==> config.mk <==
export PLATFORM = sky130hd
export DESIGN_NAME = rc_adder_arbiter
export DESIGN_NICKNAME = d
export VERILOG_FILES = /design/src/rtl/rc_adder_pkg.sv /design/src/rtl/rc_adder_arbiter_adder.sv /design/src/rtl/rc_adder_arbiter.sv
export SDC_FILE = /design/constraint.sdc
export NUM_CORES = 1
export LEC_CHECK = 0
export CAP_MARGIN = 20
export CORE_MARGIN = 2
export CORE_UTILIZATION = 45
export DETAILED_ROUTE_END_ITERATION = 8
export GPL_TIMING_DRIVEN = 0
export PLACE_DENSITY = 0.86
export SLEW_MARGIN = 20
export SYNTH_ARGS = -nofsm -noshare
export SYNTH_HDL_FRONTEND = slang
export SYNTH_SLANG_ARGS = --single-unit
==> constraint.sdc <==
create_clock -name clk -period 18.5 [get_ports clk]
set_input_delay 3.7 -clock clk [delete_from_list [all_inputs] [get_ports clk]]
set_output_delay 3.7 -clock clk [all_outputs]
set_load 0.02 [all_outputs]
==> src/rtl/rc_adder_pkg.sv <==
// Shared types and the round-robin pick helper for the approximate-adder arbiter.
// Default geometry: 16-bit operands, 4 requesters, 5-bit K configuration.
package rc_adder_pkg;

    localparam int RC_W     = 16;
    localparam int RC_N_REQ = 4;
    localparam int RC_KW    = 5;
    localparam int RC_IDW   = $clog2(RC_N_REQ);

    typedef enum logic {
        EMPTY = 1'b0,
        FULL  = 1'b1
    } state_e;

    typedef struct packed {
        logic [RC_W:0]       sum;
        logic [RC_IDW-1:0]   id;
    } res_t;

    typedef struct packed {
        logic                found;
        logic [RC_IDW-1:0]   idx;
    } pick_t;

    // Walks offsets from the highest down so the smallest offset from ptr wins last.
    function automatic pick_t rr_pick(input logic [RC_N_REQ-1:0] valid,
                                      input logic [RC_IDW-1:0]   ptr);
        pick_t p;
        int    j;
        p = '0;
        for (int i = RC_N_REQ - 1; i >= 0; i--) begin
            j = (int'(ptr) + i) % RC_N_REQ;
            if (valid[j]) begin
                p.found = 1'b1;
                p.idx   = RC_IDW'(j);
            end
        end
        return p;
    endfunction

endpackage

==> src/rtl/rc_adder_arbiter_adder.sv <==
// Combinational W-bit ripple-carry adder whose lowest k cells are approximate:
// an approximate cell outputs a & b & cin and forces its carry-out to 1.
module approx_rc_adder #(
    parameter int W  = 16,
    parameter int KW = 5
) (
    input  logic [W-1:0]  a,
    input  logic [W-1:0]  b,
    input  logic [KW-1:0] k,
    output logic [W:0]    sum
);

    logic [W-1:0] is_apx;

    for (genvar gi = 0; gi < W; gi++) begin : g_cell_mode
        assign is_apx[gi] = (KW'(gi) < k);
    end

    always_comb begin
        logic carry;
        carry = 1'b0;
        sum   = '0;
        for (int i = 0; i < W; i++) begin
            if (is_apx[i]) begin
                sum[i] = a[i] & b[i] & carry;
                carry  = 1'b1;
            end else begin
                sum[i] = a[i] ^ b[i] ^ carry;
                carry  = (a[i] & b[i]) | (carry & (a[i] ^ b[i]));
            end
        end
        sum[W] = carry;
    end

endmodule

==> src/rtl/rc_adder_arbiter.sv <==
// Round-robin arbiter sharing one approximate adder among N_REQ requesters, one-deep result register.
// Optional error monitor (exact reference adder + statistics) enabled by RC_ARB_ERR_MON_EN.
module rc_adder_arbiter
    import rc_adder_pkg::*;
#(
    parameter int W     = RC_W,
    parameter int N_REQ = RC_N_REQ,
    parameter int KW    = RC_KW
) (
    input  logic                       clk,
    input  logic                       rst,
    input  logic [N_REQ-1:0]           req_valid,
    output logic [N_REQ-1:0]           req_ready,
    input  logic [N_REQ*W-1:0]         req_a,
    input  logic [N_REQ*W-1:0]         req_b,
    output logic                       res_valid,
    input  logic                       res_ready,
    output logic [W:0]                 res_sum,
    output logic [$clog2(N_REQ)-1:0]   res_id,
    input  logic [KW-1:0]              cfg_k,
    output logic                       busy
`ifdef RC_ARB_ERR_MON_EN
    ,
    input  logic                       err_clr,
    output logic [31:0]                err_acc,
    output logic [W:0]                 err_max,
    output logic [15:0]                err_cnt
`endif
);

    localparam int IDW = $clog2(N_REQ);
    localparam logic [KW-1:0] K_MAX = KW'(W);

    state_e          state_q, state_d;
    logic [IDW-1:0]  rr_ptr_q, rr_ptr_d;
    logic [KW-1:0]   k_q, k_d;
    res_t            res_q, res_d;

    pick_t           pick;
    logic            accept;
    logic            xfer;
    logic [W-1:0]    a_sel, b_sel;
    logic [W:0]      sum_apx;
    logic [KW-1:0]   k_clamped;

    assign pick      = rr_pick(req_valid, rr_ptr_q);
    assign a_sel     = req_a[pick.idx*W +: W];
    assign b_sel     = req_b[pick.idx*W +: W];
    assign k_clamped = (cfg_k > K_MAX) ? K_MAX : cfg_k;

    approx_rc_adder #(.W(W), .KW(KW)) u_apx (
        .a   (a_sel),
        .b   (b_sel),
        .k   (k_q),
        .sum (sum_apx)
    );

    always_comb begin
        accept    = (state_q == EMPTY) | (res_ready & res_valid);
        req_ready = '0;
        if (accept && pick.found && !rst) begin
            req_ready[pick.idx] = 1'b1;
        end
        xfer = |(req_valid & req_ready);

        state_d  = state_q;
        res_d    = res_q;
        rr_ptr_d = rr_ptr_q;
        k_d      = k_q;
        if (xfer) begin
            state_d   = FULL;
            res_d.sum = sum_apx;
            res_d.id  = pick.idx;
            rr_ptr_d  = (pick.idx == IDW'(N_REQ - 1)) ? '0 : pick.idx + 1'b1;
        end else if (state_q == FULL && res_ready) begin
            state_d = EMPTY;
        end
        // K only changes while idle so a held result always matches the K it was computed with.
        if (state_q == EMPTY && !xfer) begin
            k_d = k_clamped;
        end
    end

    always_ff @(posedge clk) begin
        if (rst) begin
            state_q  <= EMPTY;
            res_q    <= '0;
            rr_ptr_q <= '0;
            k_q      <= '0;
        end else begin
            state_q  <= state_d;
            res_q    <= res_d;
            rr_ptr_q <= rr_ptr_d;
            k_q      <= k_d;
        end
    end

    assign res_valid = (state_q == FULL);
    assign res_sum   = res_q.sum;
    assign res_id    = res_q.id;
    assign busy      = res_valid;

`ifdef RC_ARB_ERR_MON_EN
    logic [W:0]   sum_exact;
    logic [W:0]   diff;
    logic [32:0]  acc_sum;
    logic [31:0]  err_acc_q;
    logic [W:0]   err_max_q;
    logic [15:0]  err_cnt_q;

    approx_rc_adder #(.W(W), .KW(KW)) u_exact (
        .a   (a_sel),
        .b   (b_sel),
        .k   ('0),
        .sum (sum_exact)
    );

    assign diff    = (sum_apx >= sum_exact) ? (sum_apx - sum_exact) : (sum_exact - sum_apx);
    assign acc_sum = {1'b0, err_acc_q} + 33'(diff);

    always_ff @(posedge clk) begin
        if (rst || err_clr) begin
            err_acc_q <= '0;
            err_max_q <= '0;
            err_cnt_q <= '0;
        end else if (xfer) begin
            err_acc_q <= acc_sum[32] ? '1 : acc_sum[31:0];
            if (diff > err_max_q) begin
                err_max_q <= diff;
            end
            if (err_cnt_q != '1) begin
                err_cnt_q <= err_cnt_q + 1'b1;
            end
        end
    end

    assign err_acc = err_acc_q;
    assign err_max = err_max_q;
    assign err_cnt = err_cnt_q;
`endif

endmodule

==> results of run 1 <==
-- registers in the layout (all words and copies together), names as in the netlist --
register  count
busy          1
res_sum      17
k_q           5
res_id        2
rr_ptr_q      2
-- worst max-delay path, delay by kind of cell --
family | cells | cell delay [ns]
buffers and inverters | 4 | 1.08
and+or+nand+nor | 16 | 1.91
muxes | 2 | 0.39
AOI/OAI and AO/OA | 3 | 0.57
adders and majority gates | 16 | 5.23
-- metrics by stage --
| stage | setup slack, ns | std cells | power (µW) | cell area, µm² |
|---|---|---|---|---|
| 2_1_floorplan | 6.72 | 365 | 215 | 3370 |
| 3_3_place_gp | 5.53 | 628 | 289 | 5140 |
| 3_5_place_dp | 5.43 | 628 | 296 | 5140 |
| 4_1_cts | 5.69 | 632 | 329 | 5180 |
| 5_1_grt | 5.19 | 632 | 356 | 5180 |
| 6_report | 5.71 | 632 | 327 | 5180 |
-- path summary, 6_finish.rpt --
kind | startpoint | endpoint | slack [ns] | depth (start not counted)
setup / recovery | req_valid[1] | res_sum[15]$_SDFFE_PP0P_ | 5.71 | 41
hold / removal | res_sum[0]$_SDFFE_PP0P_ | res_sum[0]$_SDFFE_PP0P_ | 0.46 | 2
setup reg to reg | rr_ptr_q[1]$_SDFFE_PP0P_ | res_sum[15]$_SDFFE_PP0P_ | 9.31 | 43
hold reg to reg | res_sum[0]$_SDFFE_PP0P_ | res_sum[0]$_SDFFE_PP0P_ | 0.46 | 2
-- power by group --
group	switching [µW]	internal (µW)	total, µW	leakage, µW
registers	5.51	65.8	71.3	0.000221
clock network	18.0	15.1	33.1	0.0000255
logic	110	113	223	0.00184
total	134	194	327	0.00208
-- layer usage --
layer,share of wire [%],GRT usage [%],wire (µm)
met5,0,0,0
met1,40,29.6,4040
met3,8.0,5.76,803
met2,52,46.2,5210
met4,0.34,1.79,34
-- logic make-up after synthesis --
group	synth area share, %
AO/OA/AOI/OAI	11.3
adder cells (fa/ha/maj)	16.3
buffers and inverters	6.12
flip-flops	16.0
multiplexers	38.9
AND/OR/NAND/NOR	11.4
-- synth_stat cells --
library cell	n
sky130_fd_sc_hd__nor3_1	5
sky130_fd_sc_hd__nor4_1	1
sky130_fd_sc_hd__inv_1	12
sky130_fd_sc_hd__or3_1	1
sky130_fd_sc_hd__dfxtp_1	27
sky130_fd_sc_hd__mux2i_1	104
sky130_fd_sc_hd__or2_2	4
sky130_fd_sc_hd__o21ai_0	6
sky130_fd_sc_hd__fa_1	15
sky130_fd_sc_hd__buf_6	1
sky130_fd_sc_hd__o22a_1	1
sky130_fd_sc_hd__o22ai_1	1
sky130_fd_sc_hd__ha_1	20
sky130_fd_sc_hd__and3_1	1
sky130_fd_sc_hd__a41oi_1	1
sky130_fd_sc_hd__nor2_1	28
sky130_fd_sc_hd__buf_4	6
sky130_fd_sc_hd__buf_2	9
sky130_fd_sc_hd__a311oi_1	2
sky130_fd_sc_hd__a22oi_1	2
sky130_fd_sc_hd__clkbuf_1	8
sky130_fd_sc_hd__nand2b_1	3
sky130_fd_sc_hd__nand2_1	20
sky130_fd_sc_hd__mux2_2	24
sky130_fd_sc_hd__a2111oi_4	1
sky130_fd_sc_hd__a21oi_1	20
sky130_fd_sc_hd__a211oi_1	12
sky130_fd_sc_hd__buf_8	2
sky130_fd_sc_hd__and2_1	11
sky130_fd_sc_hd__nand3b_1	4
sky130_fd_sc_hd__o21a_1	2
sky130_fd_sc_hd__o211ai_1	2
sky130_fd_sc_hd__a31oi_1	3
sky130_fd_sc_hd__nor2b_1	2
sky130_fd_sc_hd__a211oi_2	1
sky130_fd_sc_hd__a21o_1	2
sky130_fd_sc_hd__nand3_1	1
-- final cells by class --
class                      count  share of cell area [%]
multi-input combinational    300                    50.7
timing repair buffer         164                    31.7
sequential                    27                    10.4
buffer                        26                    3.11
tap                           99                    2.39
inverter                      12                   0.869
clock buffer                   3                   0.796
clock inverter                 1                  0.0965
==> results.yml, run 1 <==
run_status:
  outcome: "complete, no violations"
power:
  worst_ir_drop_vdd_mv: 0.0373
  p_per_area_nw_per_um2: 63.1
  reported_leakage_power_uw: 0.00208
synthesis:
  synthDistinctLibCells: 37
  syn_avg_cell_area_um2: 9.24
  mappedNetlistNets: 540
  netlist.area_leader.share_pct: 30.9
  part_of_the_yosys_area_used_for_sequential_elements_pct: 16.0
  synthDominantAreaCellType: "sky130_fd_sc_hd__mux2i_1"
  yosys_register_bits: 27
  post_synth_inst_count: 365
  yosys-top-cells-area: "sky130_fd_sc_hd__mux2i_1, sky130_fd_sc_hd__dfxtp_1, sky130_fd_sc_hd__fa_1"
  synth_area_um2: 3370
  yosys_warns: 0
floorplan:
  floorplan.initialDensity_pct: 46.5
  core_region_area_um2: 7250
  die-area_um2: 8200
  die_height_um: 90.6
  design.portCount: 165
  floorplan.die.width_um: 90.6
  rows: 31
drt:
  ant_nets: 0
  post_drt_wl_per_cell_um: 16.0
  route.detailed.vias_per_inst: 5.31
  drtPass1Iterations: 4
  postRouteWirelength_um: 10100
  routed-via-count: 3357
  drc: 0
  drtIter0Drc: 148
global_route:
  antenna_found_initial: 0
  grt_start_max_net_pins: 16
  total_global_route_track_usage_pct: 24.6
  grt_first_pass_wirelength_um: 16600
  globalRouteOverflowTotal: 0
  grt_pass1_vias: 3468
critical_path:
  required_ns: 18.64
  worst_ep_arrival_time_ns: 12.93
  timing.critical_path.from_type: "input pin"
  timing.critical_path.mode_cell: "sky130_fd_sc_hd__fa_1"
  crit_fanout: 10
  crit_path_top_delay_cell: "sky130_fd_sc_hd__clkdlybuf4s50_1"
  setup.worst_path.class: "in2reg"
  timing.critical_path.to_type: "register"
  critPathMaxStageDelay_ns: 0.57
clock_network:
  clock_tree.htree_level_count: 1
  tritoncts: "yes"
  numCtsBuffers: 3
  number_of_hold_buffers_added_after_cts: 0
  path_clk_slew_ns: 0.08
  resize_count_post_cts: 0
  cts.path.max_buffers: 2
  cts_setup_buffers: 0
  cts_num_sinks: 27
  clk_latency_ns: 0.27
  clock_tree.root_cell: "sky130_fd_sc_hd__clkbuf_8"
min_path:
  hold_path.class: "reg2reg"
cells_and_area:
  final_cell_mix: "sky130_fd_sc_hd__clkdlybuf4s50_1, sky130_fd_sc_hd__mux2i_1, sky130_fd_sc_hd__nor2_1, sky130_fd_sc_hd__dfxtp_1, sky130_fd_sc_hd__mux2_2"
  multiInputGateArea_um2: 2630
  layout_commonest_cell: "sky130_fd_sc_hd__clkdlybuf4s50_1"
  area_delta_synth_final_pct: 53.7
  layout_net_count: 709
  sequential_cell_area_um2: 541
  utilization_pct: 71.5
  layout_cells_sized_above_1_pct: 9.76
  n_fill_cell: 588
  antenna_cells: 0
sta:
  clock-skew-final_ns: 0.00806
  worstMarginPinSlew_ns: 0.594
  finalCriticalPeriod_ns: 12.79
  timing.fmax_mhz: 78.2
  final-setup-viol-count: 0
  setup_tns_final_ns: 0
  grt_setup_unrepaired: "false"
  worst_slew_margin_rel_pct: 60.0
  hold_ws_ns: 0.458
  final_hold_viol_count: 0
  final-max-slew-violation-count: 0
  period_utilization_pct: 69.1
place:
  portBuffers: 164
  gpl.final_weighted_congestion: 0.824
  post-dp-hpwl_um: 8530
job:
  cap_viol_max_count: 0
No activity file was read; power rests on OpenSTA's default activity.
==> inputs of run 2 (changes only) <==
--- a/config.mk
+++ b/config.mk
@@ -7,10 +7,10 @@
 export LEC_CHECK = 0
 export CAP_MARGIN = 20
 export CORE_MARGIN = 2
-export CORE_UTILIZATION = 45
+export CORE_UTILIZATION = 42
 export DETAILED_ROUTE_END_ITERATION = 8
 export GPL_TIMING_DRIVEN = 0
-export PLACE_DENSITY = 0.86
+export PLACE_DENSITY = 0.81
 export SLEW_MARGIN = 20
 export SYNTH_ARGS = -nofsm -noshare
 export SYNTH_HDL_FRONTEND = slang
==> constraint.sdc (replaced) <==
create_clock -name clk -period 12.3 [get_ports clk]
set_input_delay 2.46 -clock clk [delete_from_list [all_inputs] [get_ports clk]]
set_output_delay 2.46 -clock clk [all_outputs]
set_load 0.02 [all_outputs]
==> run 2 against run 1 <==
  * Clock skew is 0.0036 ns lower
  * Total power increased by 51%
  * First-iteration DRC count up 15%
  * Core utilization is 4.7 points lower
  * Non-clock buffer count unchanged
  * Clock-buffer cell count unchanged
==> results.yml, run 2 (synthesis results as in run 1) <==
run_status:
  outcome: "complete, no violations"
drt:
  drtPass1Iterations: 4
  drtIter0Drc: 170
  postRouteWirelength_um: 10400
  routed-via-count: 3320
  drc: 0
  post_drt_wl_per_cell_um: 16.4
  ant_nets: 0
  route.detailed.vias_per_inst: 5.23
clock_network:
  cts_setup_buffers: 0
  resize_count_post_cts: 0
  cts.path.max_buffers: 2
  clk_latency_ns: 0.27
  cts_num_sinks: 27
  number_of_hold_buffers_added_after_cts: 0
  clock_tree.root_cell: "sky130_fd_sc_hd__clkbuf_8"
  numCtsBuffers: 3
  clock_tree.htree_level_count: 1
  path_clk_slew_ns: 0.09
  tritoncts: "yes"
sta:
  period_utilization_pct: 94.8
  clock-skew-final_ns: 0.00443
  worstMarginPinSlew_ns: 0.582
  worst_slew_margin_rel_pct: 60.8
  grt_setup_unrepaired: "false"
  final-setup-viol-count: 0
  timing.fmax_mhz: 85.8
  finalCriticalPeriod_ns: 11.66
  setup_tns_final_ns: 0
  final_hold_viol_count: 0
  hold_ws_ns: 0.460
  final-max-slew-violation-count: 0
critical_path:
  timing.critical_path.from_type: "input pin"
  timing.critical_path.to_type: "register"
  worst_r2r_src: "rr_ptr_q[0]$_SDFFE_PP0P_"
  required_ns: 12.44
  critPathMaxStageDelay_ns: 0.57
  timing.reg2reg.worst_path_depth: 40
  worst_ep_arrival_time_ns: 11.80
  crit_fanout: 10
  setup.worst_path.class: "in2reg"
  worstSetupStartpoint: "req_valid[1]"
  crit_path_top_delay_cell: "sky130_fd_sc_hd__clkdlybuf4s50_1"
  timing.critical_path.mode_cell: "sky130_fd_sc_hd__fa_1"
floorplan:
  die_height_um: 93.6
  floorplan.die.width_um: 93.6
  die-area_um2: 8760
  design.portCount: 165
  floorplan.initialDensity_pct: 43.4
  rows: 32
  core_region_area_um2: 7770
cells_and_area:
  area_delta_synth_final_pct: 53.8
  final_cell_mix: "sky130_fd_sc_hd__clkdlybuf4s50_1, sky130_fd_sc_hd__mux2i_1, sky130_fd_sc_hd__nor2_1, sky130_fd_sc_hd__dfxtp_1, sky130_fd_sc_hd__mux2_2"
  layout_net_count: 709
  layout_commonest_cell: "sky130_fd_sc_hd__clkdlybuf4s50_1"
  antenna_cells: 0
  largest_register_ffs: 17
  layout_cells_sized_above_1_pct: 9.76
power:
  p_per_area_nw_per_um2: 95.6
  worst_ir_drop_vdd_mv: 0.0619
  fin_total_pwr_uw: 496
  reported_leakage_power_uw: 0.00208
place:
  portBuffers: 164
  gpl.final_weighted_congestion: 0.841
  post-dp-hpwl_um: 8810
global_route:
  use_met2_pct: 45.2
  grt_start_max_net_pins: 16
  globalRouteOverflowTotal: 0
  grtUsageMet3_pct: 5.32
  grt_pass1_vias: 3613
  grt-busiest-layer: "met2"
  total_global_route_track_usage_pct: 23.9
  antenna_found_initial: 0
  grt_first_pass_wirelength_um: 16700
  grt_util_met1_pct: 27.6
min_path:
  hold_path.class: "reg2reg"
  whs_path_depth: 2
  worst_hold_launch: "res_sum[10]$_SDFFE_PP0P_"
job:
  cap_viol_max_count: 0
[run 2: cell counts in the layout (fill, tap and decap cells not counted)]
No cell type changed its count.
[run 2: cell type report]
class                           instances  area (µm²)
Multi-Input combinational cell        300        2630
Fill cell                             634        2580
Timing Repair Buffer                  164        1640
Sequential cell                        27         541
Buffer                                 26         161
Tap cell                              102         128
Inverter                               12        45.0
Clock buffer                            3        41.3
Clock inverter                          1        5.00
[run 2: worst paths after layout]
kind / end / slack [ns]
min reg2reg: res_sum[10]$_SDFFE_PP0P_ / 0.46
max: res_sum[15]$_SDFFE_PP0P_ / 0.64
min: res_sum[10]$_SDFFE_PP0P_ / 0.46
max reg2reg: res_sum[15]$_SDFFE_PP0P_ / 3.01
[run 2: metal layers]
layer  vias up  share of wire, %
met5         -                 0
met4         0               1.7
met3        14               7.7
met2       141                51
met1      1530                40
li1       1635                 -
[run 2: metrics by stage]
stage / setup WS, ns / cells / area (µm²) / util, %
after floorplan: 1.76 / 365 / 3370 / -
after global placement: 0.478 / 631 / 5140 / 66.2
after detailed placement: 0.343 / 631 / 5140 / 66.2
after CTS: 0.631 / 635 / 5190 / 66.8
after global routing: 0.0506 / 635 / 5190 / 66.8
final: 0.642 / 635 / 5190 / 66.8
[run 2: where the power goes]
part	leakage [µW]	total, µW	internal [µW]	switching [µW]
clock network	0.0000255	50.1	22.7	27.4
registers	0.000221	107	98.9	8.29
logic	0.00184	339	170	168
[run 2: worst max-delay path, delay by kind of cell]
family / cells / cell delay [ns]
multiplexers: 2 / 0.38
adder cells (fa/ha/maj): 16 / 5.27
AO/OA/AOI/OAI: 3 / 0.57
AND/OR/NAND/NOR: 16 / 1.98
buffers and inverters: 4 / 1.10
